==> config.mk <==
export PLATFORM = sky130hd
export DESIGN_NAME = game_sequencer
export DESIGN_NICKNAME = d
export VERILOG_FILES = /design/src/rtl/game_sequencer.sv
export SDC_FILE = /design/constraint.sdc
export NUM_CORES = 1
export LEC_CHECK = 0
export BUFFER_PORTS_ARGS = -buffer_cell sky130_fd_sc_hd__buf_4
export CORE_UTILIZATION = 37
export DETAILED_ROUTE_END_ITERATION = 8
export PLACE_DENSITY = 0.61
export SETUP_SLACK_MARGIN = 0.3
export SKIP_LAST_GASP = 1
export SYNTH_ARGS = -nofsm -noshare
export SYNTH_HDL_FRONTEND = slang
export SYNTH_SLANG_ARGS = --single-unit
export TNS_END_PERCENT = 10
==> constraint.sdc <==
create_clock -name ph1 -period 1.9 [get_ports ph1]
set_clock_uncertainty 0.05 [all_clocks]
set_input_delay 0.19 -clock ph1 [delete_from_list [all_inputs] [get_ports ph1]]
set_output_delay 0.19 -clock ph1 [all_outputs]
set_load 0.02 [all_outputs]
==> src/rtl/game_sequencer.sv <==
// Turn sequencer for a shared-board game: takes one move per turn, validates it
// against the board memory, commits accepted moves and detects end of game.
module game_sequencer #(
  parameter int NUM_CELLS   = 9,
  parameter int ADDR_W      = 4,
  parameter int NUM_PLAYERS = 2,
  parameter int PID_W       = 2,
  parameter int TIMEOUT     = 0
) (
  input  logic              ph1,
  input  logic              reset,
  input  logic [PID_W-1:0]  first_player,
  input  logic              player_write,
  input  logic [ADDR_W-1:0] player_input,
  input  logic              cell_occupied,
  input  logic              game_is_done,
  output logic [ADDR_W-1:0] rd_addr,
  output logic              wr_en,
  output logic [ADDR_W-1:0] wr_addr,
  output logic [PID_W-1:0]  wr_player,
  output logic [PID_W-1:0]  cur_player,
  output logic [1:0]        game_state,
  output logic [ADDR_W:0]   move_count,
  output logic              move_reject,
  output logic              timeout_skip,
  output logic              board_full
);

  typedef enum logic [1:0] {
    S_START = 2'd0,
    S_TURN  = 2'd1,
    S_CHECK = 2'd2,
    S_END   = 2'd3
  } state_t;

  localparam int TW = (TIMEOUT > 1) ? $clog2(TIMEOUT) : 1;
  localparam logic [ADDR_W:0]  CELLS   = (ADDR_W+1)'(NUM_CELLS);
  localparam logic [PID_W:0]   NPLAY   = (PID_W+1)'(NUM_PLAYERS);
  localparam logic [PID_W-1:0] LAST_P  = PID_W'(NUM_PLAYERS - 1);
  localparam logic [TW-1:0]    TO_LAST = TW'(TIMEOUT - 1);

  state_t              state;
  logic [ADDR_W-1:0]   pend;
  logic [TW-1:0]       tcnt;
  logic                accept;
  logic [ADDR_W:0]     next_count;
  logic [PID_W-1:0]    next_player;

  assign game_state  = state;
  assign rd_addr     = pend;
  assign wr_addr     = pend;
  assign wr_player   = cur_player;
  assign accept      = ({1'b0, pend} < CELLS) && !cell_occupied;
  assign next_count  = move_count + 1'b1;
  assign next_player = (cur_player == LAST_P) ? '0 : cur_player + 1'b1;

  // Write/reject decide in the CHECK cycle itself; a coincident reset or win
  // drops the move so the board never sees a write that the FSM discards.
  always_comb begin
    wr_en       = 1'b0;
    move_reject = 1'b0;
    if (!reset && state == S_CHECK && !game_is_done) begin
      wr_en       = accept;
      move_reject = !accept;
    end
  end

  always_ff @(posedge ph1) begin
    if (reset) begin
      state        <= S_START;
      cur_player   <= '0;
      move_count   <= '0;
      pend         <= '0;
      tcnt         <= '0;
      timeout_skip <= 1'b0;
      board_full   <= 1'b0;
    end else begin
      timeout_skip <= 1'b0;
      case (state)
        S_START: begin
          state      <= S_TURN;
          tcnt       <= '0;
          cur_player <= ({1'b0, first_player} < NPLAY) ? first_player : '0;
        end
        S_TURN: begin
          if (game_is_done) begin
            state <= S_END;
          end else if (player_write) begin
            pend  <= player_input;
            state <= S_CHECK;
          end else if (TIMEOUT > 0) begin
            if (tcnt == TO_LAST) begin
              timeout_skip <= 1'b1;
              cur_player   <= next_player;
              tcnt         <= '0;
            end else begin
              tcnt <= tcnt + 1'b1;
            end
          end
        end
        S_CHECK: begin
          tcnt <= '0;
          if (game_is_done) begin
            state <= S_END;
          end else if (accept) begin
            move_count <= next_count;
            cur_player <= next_player;
            if (next_count == CELLS) begin
              state      <= S_END;
              board_full <= 1'b1;
            end else begin
              state <= S_TURN;
            end
          end else begin
            state <= S_TURN;
          end
        end
        default: ;  // S_END holds until reset
      endcase
    end
  end

endmodule

==> flow_summary.yaml <==
timing:
  finalSetupTns_ns: 0
  whs_ns: 0.08979
  min_period_over_period: 0.9135
  fmax_mhz: 576.1
  finalHoldViolations: 0
  max_slew_violation_count: 0
  rsz0062_at_grt: "yes"
  finalCriticalPeriod_ns: 1.736
  final-setup-viol-count: 0
global_routing:
  grt_start_max_net_pins: 19
  grt_usage: 0.1653
  grt_first_pass_wirelength_mm: 3.022
  grt_antenna_before_repair: 0
  globalRoute.totalOverflow: 0
  first_global_vias: 696
clocking:
  cts_inserted_buffers: 3
  cts_htree_levels: 1
  clock_sinks: 14
  max-clock-path-buffers: 2
  cts_hold_buffers: 0
  worst_setup_hold_path_clk_slew_ns: 0.09
  cts_root_buf: "clkbuf_4"
  clk_latency_ns: 0.28
  tritoncts: "done"
cells_and_area:
  area.sequential_sq_um: 285.3
  area.growth.synth_to_final_pct: 39.55
  multi_input_comb_area_sq_um: 496.7
  drive_above_1_share: 0.4173
  fin_nets: 144
  diodes: 0
  fill_cells: 204
  postLayoutCellArea_sq_mm: 0.001152
routing:
  detailedRoute.firstIterationViolations: 18
  vias: 764
  drc: 0
  antenna_violating_nets_post_route: 0
  routed_via_density: 4.961
  drt_pre_antenna_iters: 4
  post_drt_wl_per_cell_um: 11.92
  routed_wl_mm: 1.836
synthesis:
  portion_of_the_post_synthesis_area_used_by_sequential_elements: 0.3394
  syn_area_per_cell_sq_um: 8.602
  yosys.cell_types.count: 31
  yosys_most_used_dff: "dfxtp_1"
  postSynth.asyncResetShare: 0
  synthTopCellsByArea: "dfxtp_1 (34%), ha_1 (7.6%), buf_4 (6.4%)"
  synthDominantCellAreaShare: 0.3394
  syn-num-nets: 112
  yosysWarnings: 0
  postSynthRegisterBits: 14
  syn-cell-area_sq_um: 825.8
  syn_inst: 96
  yosys.area.top_type: "dfxtp_1"
  synthTopCellsByCount: "dfxtp_1 (14), nor2_1 (14), buf_4 (7)"
  synth-edff-count: 0
worst_setup_path:
  worst_ep_arrival_time_ns: 1.50
  rrSetupSlack_ns: 0.32
  cpMaxStageDelayCell: "dfxtp_2"
  path_cells: "ha_4, nand2b_4, or3_4, nor2_4, buf_6"
  worstReg2RegEnd: "move_count[1]"
  cp_slowest_stage_delay_ns: 0.39
  critical_path_required_ns: 1.66
  critical_path_buf_inv_count: 1
  worst_r2r_start: "rd_addr[2]"
  timing.critical_path.fanout_max: 6
  crit_family: "simple AND/OR/NAND/NOR gates"
  timing.setup.critical_path_class: "flop to output pin"
  startpoint_type: "flop"
  worst_r2r_path_depth: 5
  timing.critical_path.to_type: "output pin"
floorplan:
  die-area_sq_mm: 0.002425
  start_util: 0.4084
  fp.dieW_um: 49.24
  fp-row-count: 16
  die_h_um: 49.24
  ios: 34
  floorplan_core_area_sq_mm: 0.002022
placement:
  half_perimeter_wire_length_after_placement_mm: 1.316
  place_congestion: 0.7721
  place_area_sq_mm: 0.001042
  buffer_ports.inserted: 32
power:
  power_density_mw_per_mm2: 839.8
  max_vdd_drop_uv: 447.2
  leakage_power_nw: 0.5208
  finalPower_w: 0.0009678
run:
  timing.max_cap.violations: 0
status:
  status: "completed"
min_path:
  worstHoldEndpoint: "rd_addr[1]"
  hp-start: "player_input[1]"
  hold_path_depth: 3
  hold_path_class: "primary input to flop"
layout by cell type (no fill, tap or decap), types with 2 or more instances in the layout:
| cell type | Yosys | routed |
|---|---|---|
| buf_4 | 7 | 36 |
| nor2_1 | 14 | 13 |
| dfxtp_1 | 14 | 10 |
| mux2i_1 | 5 | 5 |
| inv_1 | 5 | 4 |
| nand3_1 | 4 | 4 |
| xnor2_1 | 4 | 4 |
| ha_1 | 5 | 4 |
| dfxtp_2 | 0 | 4 |
| nand2_1 | 3 | 3 |
| a21oi_1 | 3 | 3 |
| nand2b_1 | 4 | 3 |
| nor3_1 | 3 | 3 |
| clkbuf_4 | 0 | 3 |
| nand3b_1 | 2 | 2 |
| nor3b_1 | 2 | 2 |
| nor2b_1 | 2 | 2 |
| nor4_1 | 2 | 2 |
routing by layer:
| metal | GRT usage | vias to the layer above | part of all wire |
|---|---|---|---|
| met2 | 0.2808 | 16 | 0.49 |
| met4 | 0.07353 | 0 | 0 |
| met3 | 0.03738 | 0 | 0.044 |
| li1 | - | 390 | - |
| met1 | 0.1955 | 358 | 0.46 |
| met5 | 0 | - | 0 |
worst min-delay path, cell delays in order:
cell and delay, ns:
buf_4 0.08, mux2i_1 0.05, nor2_1 0.07
sequential cells by signal, summed over array words and instances, names as in the netlist:
name / flops
move_count: 5
rd_addr: 4
cur_player: 2
game_state: 2
board_full: 1
stage by stage:
step           instances  setup slack, ns    util
5_1_grt              154          0.09618  0.5699
4_1_cts              154           0.1574  0.5699
2_1_floorplan         96           0.1434       -
3_3_place_gp         145           0.2456  0.5155
3_5_place_dp         145           0.2064  0.5155
6_report             154           0.1643  0.5699
repair_timing:
action / 4_1_cts / 5_1_grt
buffers inserted: 5 / 0
setup endpoints to repair: 6 / 10
pin swaps: 3 / 0
resized for setup: 11 / 0
cell families (layout without fill, tap and decap cells):
family / count (synthesis) / after routing / share of synthesized area
other cells: 1 / 1 / 0.004541
simple gates: 40 / 40 / 0.2636
buf+inv: 15 / 46 / 0.1000
mux: 5 / 5 / 0.06061
xor+xnor: 5 / 5 / 0.05303
flops: 14 / 14 / 0.3394
compound gates: 11 / 11 / 0.1030
fa+ha+maj: 5 / 5 / 0.07576
how the worst max path moves through the flow:
stage / slack, ns / start / cells past startpoint / to
final: 0.16 / game_state[1] / 5 / wr_en
after global routing: 0.1 / game_state[0] / 6 / wr_en
after floorplan: 0.14 / game_state[1] / 4 / wr_en
after detailed placement: 0.21 / game_state[0] / 6 / wr_en
after global placement: 0.25 / game_state[0] / 6 / wr_en
after CTS: 0.16 / rd_addr[2] / 4 / wr_en
final cells by class:
| cell class | instances | share of cell area |
|---|---|---|
| multi-input combinational | 67 | 0.4311 |
| sequential | 14 | 0.2476 |
| timing repair buffer | 37 | 0.2443 |
| clock buffer | 4 | 0.03149 |
| tap | 27 | 0.02932 |
| inverter | 5 | 0.01629 |
report_power, final:
part	internal [W]	total (W)	switching, W
sequential	0.000325	0.000353	0.0000287
clock	0.000116	0.000215	0.0000988
combinational	0.000184	0.000399	0.000215
(Power assumes the default switching activity.)
